File: src/rtl/one_hot_channel_sequencer_pkg.sv
// ============================================================================
// Module      : one_hot_channel_sequencer_pkg
// Description : Shared types, constants and helpers for the one-hot channel
//               sequencer:
//                 - the sequencer state enum
//                 - the default channel count
//                 - a next-set-bit-above search that returns a one-hot result
// Revision    : 1.0 - initial release
// ============================================================================
`default_nettype none

package one_hot_channel_sequencer_pkg;

  localparam int NUM_CHANNELS_DEF = 8;

  // Widest mask the search helper handles. Narrower masks are zero-extended
  // by the caller.
  localparam int MAX_CHANNELS = 32;

  typedef enum logic [1:0] {
    ST_IDLE   = 2'd0,
    ST_STREAM = 2'd1,
    ST_DONE   = 2'd2,
    ST_GAP    = 2'd3
  } seq_state_t;

  // Returns the lowest set bit of 'mask' that lies strictly above the one-hot
  // 'cur', as a one-hot value. Returns zero when there is no such bit.
  // When cur == 0, every bit of the mask counts as "above", so the result is
  // the lowest set bit of the whole mask.
  function automatic logic [MAX_CHANNELS-1:0] next_set_above(
    input logic [MAX_CHANNELS-1:0] mask,
    input logic [MAX_CHANNELS-1:0] cur
  );
    logic [MAX_CHANNELS-1:0] above;
    logic [MAX_CHANNELS-1:0] cand;
    if (cur == '0) begin
      above = '1;
    end else begin
      // (cur << 1) - 1 covers cur and every bit below it.
      // For cur at the MSB this wraps to all-ones, which leaves nothing above.
      above = ~((cur << 1) - MAX_CHANNELS'(1));
    end
    cand = mask & above;
    // Isolate the lowest set bit of the candidates.
    return cand & (~cand + MAX_CHANNELS'(1));
  endfunction

endpackage

`default_nettype wire

File: src/rtl/one_hot_channel_sequencer_next_channel.sv
// ============================================================================
// Module      : one_hot_next_channel
// Description : Purely combinational channel search. From a channel mask and
//               the current one-hot channel, it produces the next enabled
//               channel strictly above the current one (one-hot), plus a
//               found flag. With current = 0 it yields the lowest enabled
//               channel. NUM_CHANNELS must not exceed MAX_CHANNELS (32).
// Ports       : mask        in  NUM_CHANNELS  enabled-channel mask
//               current     in  NUM_CHANNELS  current channel (one-hot or 0)
//               next_select out NUM_CHANNELS  next channel (one-hot or 0)
//               found       out 1             next_select is nonzero
// Revision    : 1.0 - initial release
// ============================================================================
`default_nettype none

module one_hot_next_channel
  import one_hot_channel_sequencer_pkg::*;
#(
  parameter int NUM_CHANNELS = NUM_CHANNELS_DEF
) (
  input  logic [NUM_CHANNELS-1:0] mask,
  input  logic [NUM_CHANNELS-1:0] current,
  output logic [NUM_CHANNELS-1:0] next_select,
  output logic                    found
);

  logic [MAX_CHANNELS-1:0] w_mask_ext;
  logic [MAX_CHANNELS-1:0] w_cur_ext;
  logic [MAX_CHANNELS-1:0] w_next_ext;

  always_comb begin
    w_mask_ext                 = '0;
    w_cur_ext                  = '0;
    w_mask_ext[NUM_CHANNELS-1:0] = mask;
    w_cur_ext[NUM_CHANNELS-1:0]  = current;
    w_next_ext                 = next_set_above(w_mask_ext, w_cur_ext);
  end

  assign next_select = w_next_ext[NUM_CHANNELS-1:0];
  // The upper bits of the extended result are always zero, because the mask
  // is zero-extended.
  assign found       = |w_next_ext;

endmodule

`default_nettype wire

File: src/rtl/one_hot_channel_sequencer.sv
// ============================================================================
// Module      : one_hot_channel_sequencer
// Description : Walks the enabled channels in ascending order.
//               - For each channel it drives a one-hot select and offers
//                 words_per_channel words under a valid/ready handshake.
//               - After the last channel it pulses frame_done.
// Config      : `define ONE_HOT_SEQ_GAP_EN inserts a GAP_CYCLES guard gap
//               between channels and after the final channel.
// Ports       : clk, rst (async, active-high)
//               start, abort, channel_enable, words_per_channel, word_ready
//               select, word_valid, word_index, busy, frame_done
// Revision    : 1.0 - initial release
// ============================================================================
`default_nettype none

module one_hot_channel_sequencer
  import one_hot_channel_sequencer_pkg::*;
#(
  parameter int NUM_CHANNELS = NUM_CHANNELS_DEF,
  parameter int COUNT_WIDTH  = 16,
  parameter int GAP_CYCLES   = 4
) (
  input  logic                    clk,
  input  logic                    rst,
  input  logic                    start,
  input  logic                    abort,
  input  logic [NUM_CHANNELS-1:0] channel_enable,
  input  logic [COUNT_WIDTH-1:0]  words_per_channel,
  input  logic                    word_ready,
  output logic [NUM_CHANNELS-1:0] select,
  output logic                    word_valid,
  output logic [COUNT_WIDTH-1:0]  word_index,
  output logic                    busy,
  output logic                    frame_done
);

  seq_state_t              r_state, w_state_nxt;
  logic [NUM_CHANNELS-1:0] r_mask,  w_mask_nxt;
  logic [COUNT_WIDTH-1:0]  r_count, w_count_nxt;
  logic [NUM_CHANNELS-1:0] r_cur,   w_cur_nxt;
  logic [COUNT_WIDTH-1:0]  r_index, w_index_nxt;

`ifdef ONE_HOT_SEQ_GAP_EN
  localparam int GAP_W = (GAP_CYCLES > 1) ? $clog2(GAP_CYCLES) : 1;
  logic [GAP_W-1:0] r_gap_cnt, w_gap_cnt_nxt;
`endif

  logic [NUM_CHANNELS-1:0] w_nc_mask;
  logic [NUM_CHANNELS-1:0] w_nc_cur;
  logic [NUM_CHANNELS-1:0] w_nc_next;
  logic                    w_nc_found;
  logic                    w_last_word;

  // A single search instance serves both purposes:
  //  - in IDLE it finds the lowest channel of the incoming mask;
  //  - otherwise it finds the channel that follows the current one
  //    within the latched mask.
  always_comb begin
    if (r_state == ST_IDLE) begin
      w_nc_mask = channel_enable;
      w_nc_cur  = '0;
    end else begin
      w_nc_mask = r_mask;
      w_nc_cur  = r_cur;
    end
  end

  one_hot_next_channel #(
    .NUM_CHANNELS (NUM_CHANNELS)
  ) u_next_channel (
    .mask        (w_nc_mask),
    .current     (w_nc_cur),
    .next_select (w_nc_next),
    .found       (w_nc_found)
  );

  assign w_last_word = (r_index == r_count - COUNT_WIDTH'(1));

  always_ff @(posedge clk or posedge rst) begin
    if (rst) begin
      r_state   <= ST_IDLE;
      r_mask    <= '0;
      r_count   <= '0;
      r_cur     <= '0;
      r_index   <= '0;
`ifdef ONE_HOT_SEQ_GAP_EN
      r_gap_cnt <= '0;
`endif
    end else begin
      r_state   <= w_state_nxt;
      r_mask    <= w_mask_nxt;
      r_count   <= w_count_nxt;
      r_cur     <= w_cur_nxt;
      r_index   <= w_index_nxt;
`ifdef ONE_HOT_SEQ_GAP_EN
      r_gap_cnt <= w_gap_cnt_nxt;
`endif
    end
  end

  always_comb begin
    w_state_nxt   = r_state;
    w_mask_nxt    = r_mask;
    w_count_nxt   = r_count;
    w_cur_nxt     = r_cur;
    w_index_nxt   = r_index;
`ifdef ONE_HOT_SEQ_GAP_EN
    w_gap_cnt_nxt = r_gap_cnt;
`endif

    if (abort) begin
      // Abort wins over everything and returns to the reset picture,
      // with no frame_done pulse.
      w_state_nxt   = ST_IDLE;
      w_mask_nxt    = '0;
      w_count_nxt   = '0;
      w_cur_nxt     = '0;
      w_index_nxt   = '0;
`ifdef ONE_HOT_SEQ_GAP_EN
      w_gap_cnt_nxt = '0;
`endif
    end else begin
      case (r_state)
        ST_IDLE: begin
          if (start) begin
            w_mask_nxt  = channel_enable;
            w_count_nxt = words_per_channel;
            w_index_nxt = '0;
            if (w_nc_found && (words_per_channel != '0)) begin
              w_cur_nxt   = w_nc_next;
              w_state_nxt = ST_STREAM;
            end else begin
              // Empty mask or zero count: finish without offering a word.
              w_cur_nxt   = '0;
              w_state_nxt = ST_DONE;
            end
          end
        end

        ST_STREAM: begin
          // word_valid is implied by this state, so word_ready alone
          // completes the handshake here.
          if (word_ready) begin
            if (!w_last_word) begin
              w_index_nxt = r_index + COUNT_WIDTH'(1);
            end else begin
              w_index_nxt = '0;
`ifdef ONE_HOT_SEQ_GAP_EN
              // r_cur stays put, so GAP can search above it on exit.
              w_state_nxt   = ST_GAP;
              w_gap_cnt_nxt = GAP_W'(GAP_CYCLES - 1);
`else
              if (w_nc_found) begin
                w_cur_nxt = w_nc_next;
              end else begin
                w_cur_nxt   = '0;
                w_state_nxt = ST_DONE;
              end
`endif
            end
          end
        end

`ifdef ONE_HOT_SEQ_GAP_EN
        ST_GAP: begin
          if (r_gap_cnt == '0) begin
            if (w_nc_found) begin
              w_cur_nxt   = w_nc_next;
              w_state_nxt = ST_STREAM;
            end else begin
              w_cur_nxt   = '0;
              w_state_nxt = ST_DONE;
            end
          end else begin
            w_gap_cnt_nxt = r_gap_cnt - GAP_W'(1);
          end
        end
`endif

        ST_DONE: begin
          w_state_nxt = ST_IDLE;
        end

        default: begin
          w_state_nxt = ST_IDLE;
        end
      endcase
    end
  end

  // The select output is gated by the state, so it is zero outside STREAM
  // regardless of what r_cur holds.
  assign select     = (r_state == ST_STREAM) ? r_cur : '0;
  assign word_valid = (r_state == ST_STREAM);
  assign word_index = r_index;
  assign busy       = (r_state != ST_IDLE);
  assign frame_done = (r_state == ST_DONE);

endmodule

`default_nettype wire

File: config.mk
export PLATFORM = sky130hd
export DESIGN_NAME = one_hot_channel_sequencer
export DESIGN_NICKNAME = d
export VERILOG_FILES = /design/src/rtl/one_hot_channel_sequencer_pkg.sv /design/src/rtl/one_hot_channel_sequencer_next_channel.sv /design/src/rtl/one_hot_channel_sequencer.sv
export SDC_FILE = /design/constraint.sdc
export NUM_CORES = 1
export LEC_CHECK = 0
export CORE_UTILIZATION = 24
export DETAILED_ROUTE_END_ITERATION = 16
export GPL_TIMING_DRIVEN = 0
export PLACE_DENSITY_LB_ADDON = 0.12
export SLEW_MARGIN = 10
export SYNTH_ARGS = -nofsm -noshare
export SYNTH_HDL_FRONTEND = slang
export SYNTH_SLANG_ARGS = --single-unit
File: constraint.sdc
create_clock -name clk -period 3.7 [get_ports clk]
set_input_delay 0.74 -clock clk [delete_from_list [all_inputs] [get_ports clk]]
set_output_delay 0.74 -clock clk [all_outputs]
set_load 0.005 [all_outputs]
==> results of run 1 <==
-- state kept, by name (all words and copies together), names as in the netlist --
register,cells
word_index,16
r_state,2
r_cur,8
r_mask,8
r_count,16
-- power by group through the flow --
stage | clock network, mW | registers (mW) | logic, mW
after floorplan | 0 | 0.599 | 0.263
after global placement | 0 | 0.610 | 0.377
after detailed placement | 0 | 0.611 | 0.379
after CTS | 0.549 | 0.600 | 0.383
after global routing | 0.573 | 0.603 | 0.430
final | 0.534 | 0.599 | 0.385
-- cell type report --
cell class                      count  area (um^2)
Buffer                             21          120
Clock inverter                      1         30.0
Timing Repair Buffer               57          578
Sequential cell                    50         1250
Inverter                            8         30.0
Multi-Input combinational cell    319         2000
Tap cell                          180          225
Fill cell                        1466         9460
Clock buffer                        7          133
-- synthesized netlist by cell type, types with 8 or more instances --
cell type / count
inv_1: 8
xor2_1: 19
clkbuf_1: 14
nor2_1: 37
a21oi_1: 28
and2_1: 10
nand2_1: 75
nor3_1: 11
xnor2_1: 15
o21ai_0: 10
dfrtp_1: 50
nand3_1: 14
-- critical path: stages, from the launching register on --
cell and delay, ns:
dfrtp_1 0.47, inv_1 0.09, ha_1 0.24, or4b_4 0.48, buf_6 0.16, nor4_2 0.30, mux2_1 0.35, o211ai_1 0.21
o2111ai_2 0.26, a21oi_4 0.29, buf_8 0.19, mux2_4 0.31
-- path summary, 6_finish.rpt --
kind | startpoint | end | depth (start not counted)
max in group asynchronous | rst | r_count[13] | 3
worst min-delay path | r_mask[2] | r_mask[2] | 2
worst min register to register | r_mask[2] | r_mask[2] | 2
worst max-delay path | r_count[0] | r_cur[0] | 11
min in group asynchronous | rst | word_index[12] | 2
worst max register to register | r_count[0] | r_cur[0] | 11
-- layer usage --
layer / routed length, um / global-route usage [%]
met5: 0 / 0
met4: 144 / 3.86
met3: 312 / 2.50
met2: 4950 / 25.0
met1: 4540 / 18.1
-- metrics by stage --
step                      setup WS [ns]  util [%]  setup TNS [ns]  instances
after floorplan                   0.606         -               0        399
after global placement           0.0176      30.1               0        634
after detailed placement       -0.00174      30.2        -0.00174        635
after CTS                         0.103      31.4               0        643
after global routing            0.00993      31.6               0        643
final                             0.220      31.6               0        643
-- kinds of logic after synthesis --
logic type | count (synthesis) | synth area share, %
AND/OR/NAND/NOR | 195 | 28.7
AO/OA/AOI/OAI | 74 | 15.2
multiplexers | 12 | 4.33
XOR/XNOR | 34 | 8.81
adder cells (fa/ha/maj) | 4 | 1.48
buffers and inverters | 30 | 4.48
flip-flops | 50 | 37.0
-- repair_timing --
action,4_1_cts,5_1_grt
hold buffers,0,0
pin swaps,0,1
setup endpoints to repair,2,6
setup buffers,0,1
resized for setup,1,4
==> key figures, run 1 <==
Synth
  – Async set or reset register ratio after synthesis: 100%
  – Top cell type's share of synthesized area: 37.0%
  – Seq cells post-synth: 50
  – Post-synth EDFFs: 0
  – Yosys warning total: 0
  – Top cells by area, synth: dfrtp_1 37%, nand2_1 8.3%, xor2_1 4.9%, a21oi_1 4.1%, nor2_1 4.1%
  – Gate Count Post-Synth: 399
  – Synth cell types: 60
  – Sequential fraction of the synthesis area: 37.0%
  – Largest area contributor in the netlist: dfrtp_1
  – Post-synth top flop: dfrtp_1
  – Syn_area_per_cell: approximately 8.5 um^2
  – Syn_nets: 432
  – Post-Syn Area: ~3400 um^2

Clocking
  – Htree depth: 2
  – CTS buffer count: 5
  – Clock sinks: 50
  – CTS Root Cell: clkbuf_16
  – Maximum buffer depth of the clock tree: 2
  – Clock latency on the worst-skew pair: 0.30 ns
  – CTS tree: done
  – Clock-pin slew on the worst setup and hold paths: roughly 0.070 ns

Timing
  – Final hold violation count: 0
  – Fin. max-slew vios: 0
  – Final Setup Violations: 0
  – Max Clk Rate: 287 MHz
  – Hold Worst Slack: roughly 0.53 ns
  – Rel. slew slack: 46.9%
  – Fin Clk Skew: between 0.003 and 0.004 ns
  – Final Cycle Share: 94.1%
  – RSZ-0062 raised after global routing: false
  – Fin crit period: 3.48 ns
  – Slew @ Worst Pin: around 0.79 ns

Floorplanning
  – Die Y: roughly 120 um
  – Core footprint: 13,800 um^2
  – Row count: 43
  – Initial Utilization: 24.5%
  – Die W: 121 um
  – Top-level port count: 56
  – Total die area: ~15,000 um^2

Power
  – LEAKAGE: ~1.8 nW
  – Seq pwr share: between 30% and 40%
  – Switch Pwr: 0.455 mW
  – Peak supply drop: 0.154 mV
  – Int Power: 1.06 mW
  – Clock power frac: 35.2%
  – Combinational power share: 25.4%
  – Total power: between 1.5 and 2 mW
  – Pwr/cell area: between 300 and 400 nW/um^2
  – Sw Ratio: 30.0%

Detailed routing
  – Vias per cell: 4.79
  – Routed len/inst: 15.5 um
  – Residual DRC: 0
  – Iteration-0 DRC Markers: 93
  – TritonRoute pass-1 iters: 4
  – Final WL: 9.95 mm
  – Antenna Nets Post-Route: 0
  – Via count: 3,079

Global routing
  – First-pass GRT wire length: roughly 16 mm
  – Vias in the first global route: approximately 3,000
  – Initial antenna violation count: 0
  – Largest net degree at the start of global routing: 36
  – GRT Util Overall: 14.3%
  – Grt ovf: 0

Placement
  – Cell Area, Placed: 4180 um^2
  – Number of port buffers: 55
  – Detailed Place HPWL: 7.60 mm
  – GP Congestion: 0.825

Finish
  – # diodes: 0
  – Cell area after layout: 4370 um^2
  – Area growth, synth to finish: 29.2%
  – Most common cell after layout, fill and taps aside: nand2_1
  – Most frequent cells in the layout: 75 x nand2_1, 55 x clkdlybuf4s50_1, 50 x dfrtp_1
  – Fraction of layout cells with a size suffix above 1: 8.42%
  – Final Net Count: 495

Hold path
  – Worst hold-check path type: reg2reg

Setup path
  – Crit-path max FO: 10
  – CP startpoint kind: flip-flop
  – Worst path arrival time: 3.66 ns
  – Crit. End Element: flip-flop
  – R2R Setup Slk: approximately 0.22 ns
  – Crit path required time: 3.88 ns
  – Crit Path Class: reg2reg

Run status
  – Status: completed

Flow run
  – Max-cap violations: 0
Power figures use the tool's default switching activity.
==> run 2, diff against run 1 <==
--- a/config.mk
+++ b/config.mk
@@ -6,6 +6,7 @@
 export NUM_CORES = 1
 export LEC_CHECK = 0
 export CORE_UTILIZATION = 24
+export CTS_CLUSTER_SIZE = 16
 export DETAILED_ROUTE_END_ITERATION = 16
 export GPL_TIMING_DRIVEN = 0
 export PLACE_DENSITY_LB_ADDON = 0.12
==> constraint.sdc (replaced) <==
create_clock -name clk -period 3.7 [get_ports clk]
set_input_delay 0.555 -clock clk [delete_from_list [all_inputs] [get_ports clk]]
set_output_delay 0.555 -clock clk [all_outputs]
set_load 0.005 [all_outputs]
==> results of run 2 <==
The final DEF is identical to that of run 1. Status: completed.
